<file path="config.mk">
export PLATFORM = sky130hd
export DESIGN_NAME = mem_port_arbiter
export DESIGN_NICKNAME = d
export VERILOG_FILES = /design/src/rtl/mem_port_arbiter.sv
export SDC_FILE = /design/constraint.sdc
export NUM_CORES = 1
export LEC_CHECK = 0
export ABC_AREA = 1
export ABC_CLOCK_PERIOD_IN_PS = 2100
export CAP_MARGIN = 20
export CORE_AREA = 2 2 121 123
export DETAILED_ROUTE_END_ITERATION = 10
export DIE_AREA = 0 0 123 125
export GPL_TIMING_DRIVEN = 0
export PLACE_DENSITY_LB_ADDON = 0.12
export SLEW_MARGIN = 15
export SYNTH_ARGS = -nofsm -noshare
export SYNTH_HDL_FRONTEND = slang
export SYNTH_SLANG_ARGS = --single-unit
</file>
<file path="constraint.sdc">
create_clock -name clk -period 2.1 [get_ports clk]
set_input_delay 0.21 -clock clk [delete_from_list [all_inputs] [get_ports clk]]
set_output_delay 0.21 -clock clk [all_outputs]
set_load 0.02 [all_outputs]
</file>
<file path="src/rtl/mem_port_arbiter.sv">
// Two-requester arbiter sharing one memory port: round-robin, with optional lock bursts capped at MAX_BURST.
// Latency: grant is combinational with req; read data and rd_valid arrive one cycle after the granted read.
// Backpressure: a requester holds req until it sees gnt; a locked owner yields after MAX_BURST grants if the other waits.
//
// Ports: clk, rst (async, active-low); per requester x in {a,b}: x_req, x_lock, x_addr, x_wr_data,
//   x_wr_ena, x_access in; x_gnt, x_rd_data, x_rd_valid out. Shared memory side: mem_addr, mem_wr_data,
//   mem_wr_ena, mem_access out; mem_rd_data in. Status: owner (0 = A, 1 = B), locked.
// Optional: define MEM_ARB_PERF_COUNTERS_EN to add 32-bit a_grant_count / b_grant_count outputs.
module mem_port_arbiter #(
    parameter int  W            = 32,
    parameter int  MAX_BURST    = 8,
    parameter type mem_access_t = logic [1:0]
) (
    input  logic         clk,
    input  logic         rst,
    input  logic         a_req,
    input  logic         a_lock,
    input  logic [W-1:0] a_addr,
    input  logic [W-1:0] a_wr_data,
    input  logic         a_wr_ena,
    input  mem_access_t  a_access,
    input  logic         b_req,
    input  logic         b_lock,
    input  logic [W-1:0] b_addr,
    input  logic [W-1:0] b_wr_data,
    input  logic         b_wr_ena,
    input  mem_access_t  b_access,
    output logic         a_gnt,
    output logic [W-1:0] a_rd_data,
    output logic         a_rd_valid,
    output logic         b_gnt,
    output logic [W-1:0] b_rd_data,
    output logic         b_rd_valid,
    output logic [W-1:0] mem_addr,
    output logic [W-1:0] mem_wr_data,
    output logic         mem_wr_ena,
    output mem_access_t  mem_access,
    input  logic [W-1:0] mem_rd_data,
    output logic         owner,
    output logic         locked
`ifdef MEM_ARB_PERF_COUNTERS_EN
    ,
    output logic [31:0]  a_grant_count,
    output logic [31:0]  b_grant_count
`endif
);

    localparam int CW = ($clog2(MAX_BURST + 1) > 4) ? $clog2(MAX_BURST + 1) : 4;
    localparam logic [CW-1:0] BURST_MAX = CW'(MAX_BURST);

    typedef enum logic {
        S_IDLE   = 1'b0,
        S_LOCKED = 1'b1
    } state_t;

    state_t        state;
    state_t        state_nxt;
    logic          owner_nxt;
    logic [CW-1:0] burst_cnt;
    logic [CW-1:0] burst_nxt;
    logic [CW-1:0] burst_inc;
    logic          grant_a;
    logic          grant_b;
    logic          grant_lock;
    logic          other_req;

    // State register
    always_ff @(posedge clk or negedge rst) begin
        if (!rst) begin
            state     <= S_IDLE;
            owner     <= 1'b1;      // so A wins the first tie
            burst_cnt <= '0;
        end else begin
            state     <= state_nxt;
            owner     <= owner_nxt;
            burst_cnt <= burst_nxt;
        end
    end

    // Grant selection and next-state
    always_comb begin
        grant_a    = 1'b0;
        grant_b    = 1'b0;
        state_nxt  = state;
        owner_nxt  = owner;
        burst_nxt  = burst_cnt;
        burst_inc  = '0;
        grant_lock = 1'b0;
        other_req  = 1'b0;

        // Grants are combinational, so reset must gate them directly.
        if (rst) begin
            if (state == S_LOCKED) begin
                grant_a = a_req && !owner;
                grant_b = b_req && owner;
            end else if (a_req && b_req) begin
                // Tie goes to whoever was not granted last.
                grant_a = owner;
                grant_b = !owner;
            end else begin
                grant_a = a_req;
                grant_b = b_req;
            end
        end

        grant_lock = grant_b ? b_lock : a_lock;
        other_req  = grant_b ? a_req : b_req;

        // The entry grant counts as the first of the burst; saturate so an
        // uncontended owner can stay locked indefinitely.
        if (state == S_IDLE)
            burst_inc = CW'(1);
        else if (burst_cnt >= BURST_MAX)
            burst_inc = BURST_MAX;
        else
            burst_inc = burst_cnt + CW'(1);

        if (grant_a || grant_b) begin
            owner_nxt = grant_b;
            // Release on the grant that reaches the cap, so the waiting
            // requester wins the very next cycle without a bubble.
            if (grant_lock && !((burst_inc >= BURST_MAX) && other_req)) begin
                state_nxt = S_LOCKED;
                burst_nxt = burst_inc;
            end else begin
                state_nxt = S_IDLE;
                burst_nxt = '0;
            end
        end else if (state == S_LOCKED) begin
            // Locked owner dropped req.
            state_nxt = S_IDLE;
            burst_nxt = '0;
        end
    end

    assign a_gnt  = grant_a;
    assign b_gnt  = grant_b;
    assign locked = (state == S_LOCKED);

    // Shared memory port: follow the granted requester, otherwise the owner,
    // but never issue a write without a grant.
    always_comb begin
        mem_addr    = a_addr;
        mem_wr_data = a_wr_data;
        mem_access  = a_access;
        mem_wr_ena  = (grant_a && a_wr_ena) || (grant_b && b_wr_ena);
        if (grant_b || (!grant_a && owner)) begin
            mem_addr    = b_addr;
            mem_wr_data = b_wr_data;
            mem_access  = b_access;
        end
    end

    // Read return path: capture on the granted read, pulse valid next cycle,
    // hold data until that requester's next granted read.
    always_ff @(posedge clk or negedge rst) begin
        if (!rst) begin
            a_rd_valid <= 1'b0;
            b_rd_valid <= 1'b0;
            a_rd_data  <= '0;
            b_rd_data  <= '0;
        end else begin
            a_rd_valid <= grant_a && !a_wr_ena;
            b_rd_valid <= grant_b && !b_wr_ena;
            if (grant_a && !a_wr_ena)
                a_rd_data <= mem_rd_data;
            if (grant_b && !b_wr_ena)
                b_rd_data <= mem_rd_data;
        end
    end

`ifdef MEM_ARB_PERF_COUNTERS_EN
    // Free-running grant counters, wrap at 2^32.
    always_ff @(posedge clk or negedge rst) begin
        if (!rst) begin
            a_grant_count <= '0;
            b_grant_count <= '0;
        end else begin
            if (grant_a)
                a_grant_count <= a_grant_count + 32'd1;
            if (grant_b)
                b_grant_count <= b_grant_count + 32'd1;
        end
    end
`endif

endmodule
</file>
[After elaboration in Yosys (flattened, before gate mapping)]
Index checks and enable logic that the tools add are counted.
Storage, ports and cells
  register bits: 72
Operators by class
  add/sub/neg operators: 1
  $lt $le $gt $ge: 2
  muxes and demuxes: 18
  reduce and logical (&&, ||, !) cells: 19
Operators with widths (number)
  32-bit 2-to-1 mux: 2
  4-bit 2-to-1 mux: 5
  1-bit logical AND: 10
  1-bit 2-to-1 mux: 10
  4-bit >= comparator (second input constant): 2
  1-bit logical NOT: 5
  4-bit by 1-bit adder with 4-bit output (second input constant): 1
  1-bit logical OR: 3
  2-bit 2-to-1 mux: 1
  2-bit nonzero test: 1

[Logic depth before layout (Yosys ltp)]
Gate-level depths: netlist (run 1).
  depth in word-level cells: 10
  depth in mapped cells: 9
  depth with buffers taken out: 8

[Least setup slack after synthesis (run 1)]
OpenSTA, ideal clock, no wires.
  path kind: reg2out
  start point: reg owner
  end point: out mem_addr[0]
  arrival: 1.638 ns
  data required time: 1.890 ns
  path slack: 0.252 ns
  stages on the path, launching flop included: 9
  buffers on the path: 2
  cell sequence: dfstp_2 > nand2_2 > a21oi_4 > inv_4 > nand2_2 > buf_6 > buf_6 > nand2_1 > nand2_1
RTL lines
  from (decl): RTL line 39  | output logic owner,
  from (signal assigned): RTL line 75  | owner <= owner_nxt;
  1-bit logical NOT: RTL line 99  | grant_b = !owner;
  1-bit 2-to-1 mux: RTL line 96  | end else if (a_req && b_req) begin
  1-bit 2-to-1 mux (*): RTL line 93  | if (state == S_LOCKED) begin
  1-bit 2-to-1 mux (*): RTL line 92  | if (rst) begin
  named net b_gnt: RTL line 31  | output logic b_gnt,
  1-bit logical OR (*): RTL line 147  | if (grant_b || (!grant_a && owner)) begin
  32-bit 2-to-1 mux (*): RTL line 147
  to (decl): RTL line 34  | output logic [W-1:0] mem_addr,
The timed path passes the listed nets; every way through them passes the cells marked *.

[Worst setup path after layout (run 1)]
  start point: reg owner
  end point: out mem_addr[15]
Between the ends
  cells in the longest elaborated chain, start to end: 8
RTL lines
  1-bit logical NOT: RTL line 94, 99
  1-bit logical AND: RTL line 94  | grant_a = a_req && !owner;
  1-bit 2-to-1 mux: RTL line 93
  1-bit 2-to-1 mux: RTL line 92
  1-bit logical NOT: RTL line 147
  1-bit logical AND: RTL line 147
  1-bit logical OR (*): RTL line 147
  32-bit 2-to-1 mux (*): RTL line 147
Every way passes the cells marked *; elsewhere a longest branch is shown, timed or not.

==> results of run 1 <==
-- flip-flops by register name, summed over array words and instances, names as in the netlist --
register and flops:
locked 1, b_rd_data 32, a_rd_data 32, a_rd_valid 1, burst_cnt 4, owner 1
b_rd_valid 1
-- routing by layer --
metal	global-route usage, %	up-vias
met4	7.95	0
met3	7.53	25
li1	-	2423
met1	27.1	2267
met5	0	-
met2	39.6	216
-- power breakdown --
group | internal, uW | switching, uW
sequential | 1730 | 179
clock | 828 | 544
combinational | 1600 | 1840
total | 4160 | 2570
-- through the flow --
| stage | utilization [%] | setup slack, ps | area [um^2] | cells |
|---|---|---|---|---|
| global route | 53.9 | -201 | 7650 | 1066 |
| global placement | 50.8 | -3490 | 7210 | 1039 |
| finish | 53.9 | -87.8 | 7650 | 1066 |
| detailed placement | 50.9 | -830 | 7230 | 1040 |
| floorplan | - | 252 | 3900 | 547 |
| CTS | 53.6 | -137 | 7610 | 1065 |
-- cell usage after synthesis --
cell type,n
nor2_1,4
nand2_1,276
o21ai_0,65
buf_4,7
inv_1,3
nor3_1,1
dfstp_2,1
inv_4,1
dfrtp_1,71
nand3_1,74
a21oi_4,1
nor2_4,3
a22o_1,1
ha_1,2
buf_1,3
buf_6,4
clkbuf_1,15
nand2_2,2
xor2_1,1
inv_2,2
buf_2,10
-- worst paths after layout --
check	from	to	slack (ps)
max in group asynchronous	rst	burst_cnt[1]	1260
max reg2reg	owner	b_rd_data[13]	210
max	owner	mem_addr[15]	-90
min	mem_rd_data[11]	a_rd_data[11]	450
min reg2reg	b_rd_data[30]	b_rd_data[30]	490
min in group asynchronous	rst	b_rd_data[4]	520
-- kinds of logic (layout without fill, tap and decap cells) --
| logic type | count (synthesis) | count (layout) | share of synthesized area, % |
|---|---|---|---|
| adder cells (fa/ha/maj) | 2 | 2 | 0.642 |
| AND/OR/NAND/NOR | 360 | 360 | 37.8 |
| buffers and inverters | 45 | 380 | 6.16 |
| flip-flops | 72 | 72 | 46.2 |
| AO/OA/AOI/OAI | 67 | 67 | 8.98 |
| XOR/XNOR | 1 | 1 | 0.225 |
-- cell type report --
type	instances	area share (%)
clock buffers	13	3.27
inverters	6	0.360
repair buffers	319	41.2
multi-input cells	430	24.6
clock inverters	3	0.229
plain buffers	39	3.68
flip-flops and latches	72	23.6
well taps	184	3.01
-- worst max-delay path, stage by stage, from the launching register on --
cell and delay, ps:
dfstp_2 570, nand2_2 90, a21oi_4 230, inv_6 100, nand2_8 90, buf_8 140, buf_8 130, nand2_1 50
nand2_1 90, buf_4 150
-- timing repair --
action,CTS,global route
hold buffers,5,0
resized for setup,373,21
pin swaps,1,1
endpoints found under the hold margin,40,0
setup buffers,4,1
endpoints found under the setup margin,69,67
==> reports/qor.txt, run 1 <==
detailed placement HPWL: 14300 um
Nets: 1051
max-slew violations: 0
CP Max Fanout: 10
syn nets: 721
area occupied by multi-input gates: 1890 um^2
WL per Instance: 17.3 um
H-tree levels: 3
die area: 15400 um^2
synthesized area: 3900 um^2
clock-pin slew on the worst setup and hold paths: 50 ps
Synth Instances: 547
Synth Register Bits: 72
Yosys top cell by area: dfrtp_1
Core Region: 14200 um^2
R2R cell count: 8
worst slew pin tran: 426 ps
Worst Hold Path Cells: 3
Initial Util: 27.5%
# DRC: 0
CTS tree: yes
clk_skew: 4.89 ps
row cnt: 44
Horiz. Die Dim: 123 um
kind of critical path: register to output pin
number of setup violations in the final report: 46
Sequential Area: 1800 um^2
worst hold path class: primary input to register
Hold WS: 448 ps
Static Leak: 0.00369 uW
WL met2: 8840 um
Synth area leaders: dfrtp_1, nand2_1, nand3_1
chip height: 125 um
relative slew slack: 71.6%
largest net degree at the start of global routing: 41
Seq/Total Area, Yosys: 46.2%
vias in the first global route: 4943
Yosys warnings: 0
most frequent cells in the layout: nand2_1, clkdlybuf4s50_1, nand3_1
period utilisation layout: 104%
Clock Root Buffer: clkbuf_16
final hold vios: 0
Layout fillers: 1419
all-layer global routing usage: 23.2%
# diodes: 0
Pwr per Cell Area: 879 nW/um^2
WL final: 18400 um
max-cap violation count: 0
Netlist cell types: 21
f_max: 457 MHz
clock buffer depth: 2
WL met3: 1870 um
top sig layer: met4
I/O pin cnt: 309
CP startpoint kind: register
failing checks: negative setup slack
global route overflow: 0
first-pass GRT wire length: 27200 um
clock latency on the worst-skew pair: 330 ps
CP arrival: 1980 ps
setup TNS: -1900 ps
Area Growth Syn to Fin: 96.2%
initial antenna violation count: 0
post-synth top area share: 45.6%
DR vias/cell: 4.63
Required @ worst endpoint: 1890 ps
CTS Buf Count: 9
RSZ-0062 raised after global routing: yes
1st-iter DRT viols: 307
worst vdd ir: 0.564 mV
clk sink count: 72
post-route ant nets: 0
commonest non-fill, non-tap cell in the layout: nand2_1
port buffer count: 308
Post-Syn Area per Cell: 7.13 um^2
layout cells sized above 1: 14.9%
M1 wire length: 7200 um
Detailed Routing Iterations Pass 1: 5
crit path capture type: output pin
Vias: 4931
gpl congestion: 0.956
Tmin final: 2190 ps
total power: 6720 uW
status: complete, but fails checks
setup ws final: -87.8 ps
Power figures use the tool's default switching activity.
==> run 2: changes to the inputs <==
--- a/config.mk
+++ b/config.mk
@@ -9,6 +9,7 @@
 export ABC_CLOCK_PERIOD_IN_PS = 2100
 export CAP_MARGIN = 20
 export CORE_AREA = 2 2 121 123
+export CTS_CLUSTER_DIAMETER = 200
 export DETAILED_ROUTE_END_ITERATION = 10
 export DIE_AREA = 0 0 123 125
 export GPL_TIMING_DRIVEN = 0
==> results of run 2 <==
The final DEF is identical to that of run 1; final timing and power are the same.
==> run 3: changes to the inputs <==
--- a/config.mk
+++ b/config.mk
@@ -7,13 +7,13 @@
 export LEC_CHECK = 0
 export ABC_AREA = 1
 export ABC_CLOCK_PERIOD_IN_PS = 2100
-export CAP_MARGIN = 20
+export CAP_MARGIN = 5
 export CORE_AREA = 2 2 121 123
 export CTS_CLUSTER_DIAMETER = 200
 export DETAILED_ROUTE_END_ITERATION = 10
 export DIE_AREA = 0 0 123 125
 export GPL_TIMING_DRIVEN = 0
-export PLACE_DENSITY_LB_ADDON = 0.12
+export PLACE_DENSITY = 0.72
 export SLEW_MARGIN = 15
 export SYNTH_ARGS = -nofsm -noshare
 export SYNTH_HDL_FRONTEND = slang
==> run 3 against run 2 <==
  * The flow still finishes with violations (negative setup slack)
  * Final area is 3.3% higher
  * Sequential share of layout area is 0.76 points lower
  * Worst hold slack worse by 2.6 ps
  * Final cell count is 0.75% higher
  * First-iteration DRC count is 7.2% lower
  * Combinational power is 6% higher
  * Power is 7.9% higher
  * Global-route usage is 0.79 points higher
  * Largest cell class unchanged
  * Via count is 1.9% higher
==> reports/qor.txt, run 3 (synthesis results as in run 1) <==
status: complete, but fails checks
failing checks: negative setup slack
CTS tree: yes
worst slew pin tran: 471 ps
CTS Buf Count: 9
# DRC: 0
Worst Hold Path Cells: 3
vias in the first global route: 4850
most used cell, CP: nand2_2
most frequent cells in the layout: nand2_1, clkdlybuf4s50_1, nand3_1
WL per Instance: 17.9 um
1st-iter DRT viols: 285
clk sink count: 72
WL met3: 1960 um
clock-pin slew on the worst setup and hold paths: 50 ps
worst vdd ir: 0.631 mV
internal reg-to-reg setup slack: 210 ps
CP Max Fanout: 6
layout cells sized above 1: 19.1%
Area Growth Syn to Fin: 103%
Tmin final: 2210 ps
worst hold path class: primary input to register
Vias: 5024
Required @ worst endpoint: 1890 ps
CP arrival: 2000 ps
max-cap violation count: 0
row cnt: 44
die area: 15400 um^2
initial antenna violation count: 2
CP max stage delay: 570 ps
gpl congestion: 0.818
setup ws final: -109 ps
Hold Startpoint: mem_rd_data[12]
Detailed Routing Iterations Pass 1: 4
worst hold endpoint: b_rd_data[12]
first-pass GRT wire length: 27700 um
crit path capture type: output pin
global route overflow: 0
Core Region: 14200 um^2
detailed placement HPWL: 14400 um
worst flop-to-flop path startpoint: owner
Initial Util: 27.5%
f_max: 453 MHz
biggest regs: a_rd_data x32, b_rd_data x32, burst_cnt x4
Pwr per Cell Area: 918 nW/um^2
H-tree levels: 3
setup slack at placement: -705 ps
post-layout util: 55.7%
clock latency on the worst-skew pair: 340 ps
Crit-path slowest cell: dfstp_2
port buffer count: 308
chip height: 125 um
R2R cell count: 8
Hold WS: 446 ps
number of setup violations in the final report: 49
critical-path cell list: nand2_2 > a21oi_4 > inv_6 > nand2_8 > buf_8 > buf_6 > buf_12 > nand2_2 > nand2_2 > buf_6
final hold vios: 0
I/O pin cnt: 309
all-layer global routing usage: 24.0%
M1 wire length: 7500 um
kind of critical path: register to output pin
Nets: 1057
r2r endpoint: b_rd_data[8]
relative slew slack: 68.6%
clock buffer depth: 2
WL met2: 9240 um
Buf+Inv Stages, Crit Path: 5
Layout fillers: 1357
WL final: 19200 um
period utilisation layout: 105%
clk_skew: 10.3 ps
RSZ-0062 raised after global routing: yes
post-route ant nets: 0
DR vias/cell: 4.68
Clock Root Buffer: clkbuf_16
largest net degree at the start of global routing: 46
Static Leak: 0.00379 uW
Horiz. Die Dim: 123 um
commonest non-fill, non-tap cell in the layout: nand2_1
max-slew violations: 0
critical path's top delay family: buffers and inverters
CP startpoint kind: register
top sig layer: met4
run 3: cell types whose count changed in the layout (fill, tap and decap cells not counted), sizes merged:
cell           before  now
buf                94  105
clkbuf             31   29
dlygate4sd3         2    1
dlygate4sd2         2    1
clkinv              2    0
clkdlybuf4s15       4    1
bufinv              0    2
inv                 6    7
diode               0    2
clkinvlp            1    2
run 3: layout make-up:
| class | count | area [um^2] | area share [%] |
|---|---|---|---|
| Clock buffer | 12 | 267 | 3.37 |
| Inverter | 6 | 27.5 | 0.348 |
| Antenna cell | 2 | 5.00 | 0.0633 |
| Multi-Input combinational cell | 430 | 1960 | 24.8 |
| Clock inverter | 4 | 75.1 | 0.950 |
| Tap cell | 184 | 230 | 2.91 |
| Buffer | 39 | 322 | 4.07 |
| Timing Repair inverter | 1 | 3.75 | 0.0475 |
| Sequential cell | 72 | 1800 | 22.8 |
| Timing Repair Buffer | 324 | 3210 | 40.6 |
run 3: routing by layer:
layer	vias up	track usage [%]
li1	2431	-
met1	2340	27.8
met2	224	41.0
met3	29	8.17
met4	0	8.09
met5	-	0
run 3: through the flow:
step	setup TNS (ps)	instance area (um^2)	instances	power, uW
3_5_place_dp	-37380	7240	1040	5320
2_1_floorplan	0	3900	547	3430
3_3_place_gp	-549600	7210	1039	5300
5_1_grt	-6370	7900	1073	7620
6_report	-2410	7910	1074	7260
4_1_cts	-4420	7850	1072	7270
run 3: worst max path at each step:
stage	start	end	slack, ps	depth (start not counted)
floorplan	owner	mem_addr[0]	250	8
global placement	rst	mem_wr_data[15]	-3580	7
detailed placement	a_req	mem_addr[17]	-710	10
CTS	owner	mem_wr_data[15]	-140	10
global route	owner	mem_addr[17]	-190	9
finish	owner	mem_wr_data[14]	-110	10
run 3: repair_timing:
item,in CTS,in global routing
endpoints found under the hold margin,27,0
setup buffers,12,0
endpoints found under the setup margin,69,63
gates cloned,2,0
resized for setup,424,23
hold buffers,2,0
pin swaps,1,0
run 3: worst register-to-register path: stages (launching register included):
cell and delay, ps:
dfstp_2 570, nand2_2 100, a21oi_4 230, buf_4 170, inv_2 60, buf_4 150
clkbuf_1 210, o21ai_0 200, nand2_1 80
run 3: power breakdown:
part	internal (uW)	switching, uW	leakage [uW]
Combinational	1710	1930	0.00272
Clock	1140	574	0.000161
Sequential	1730	182	0.000906
Total	4570	2690	0.00379
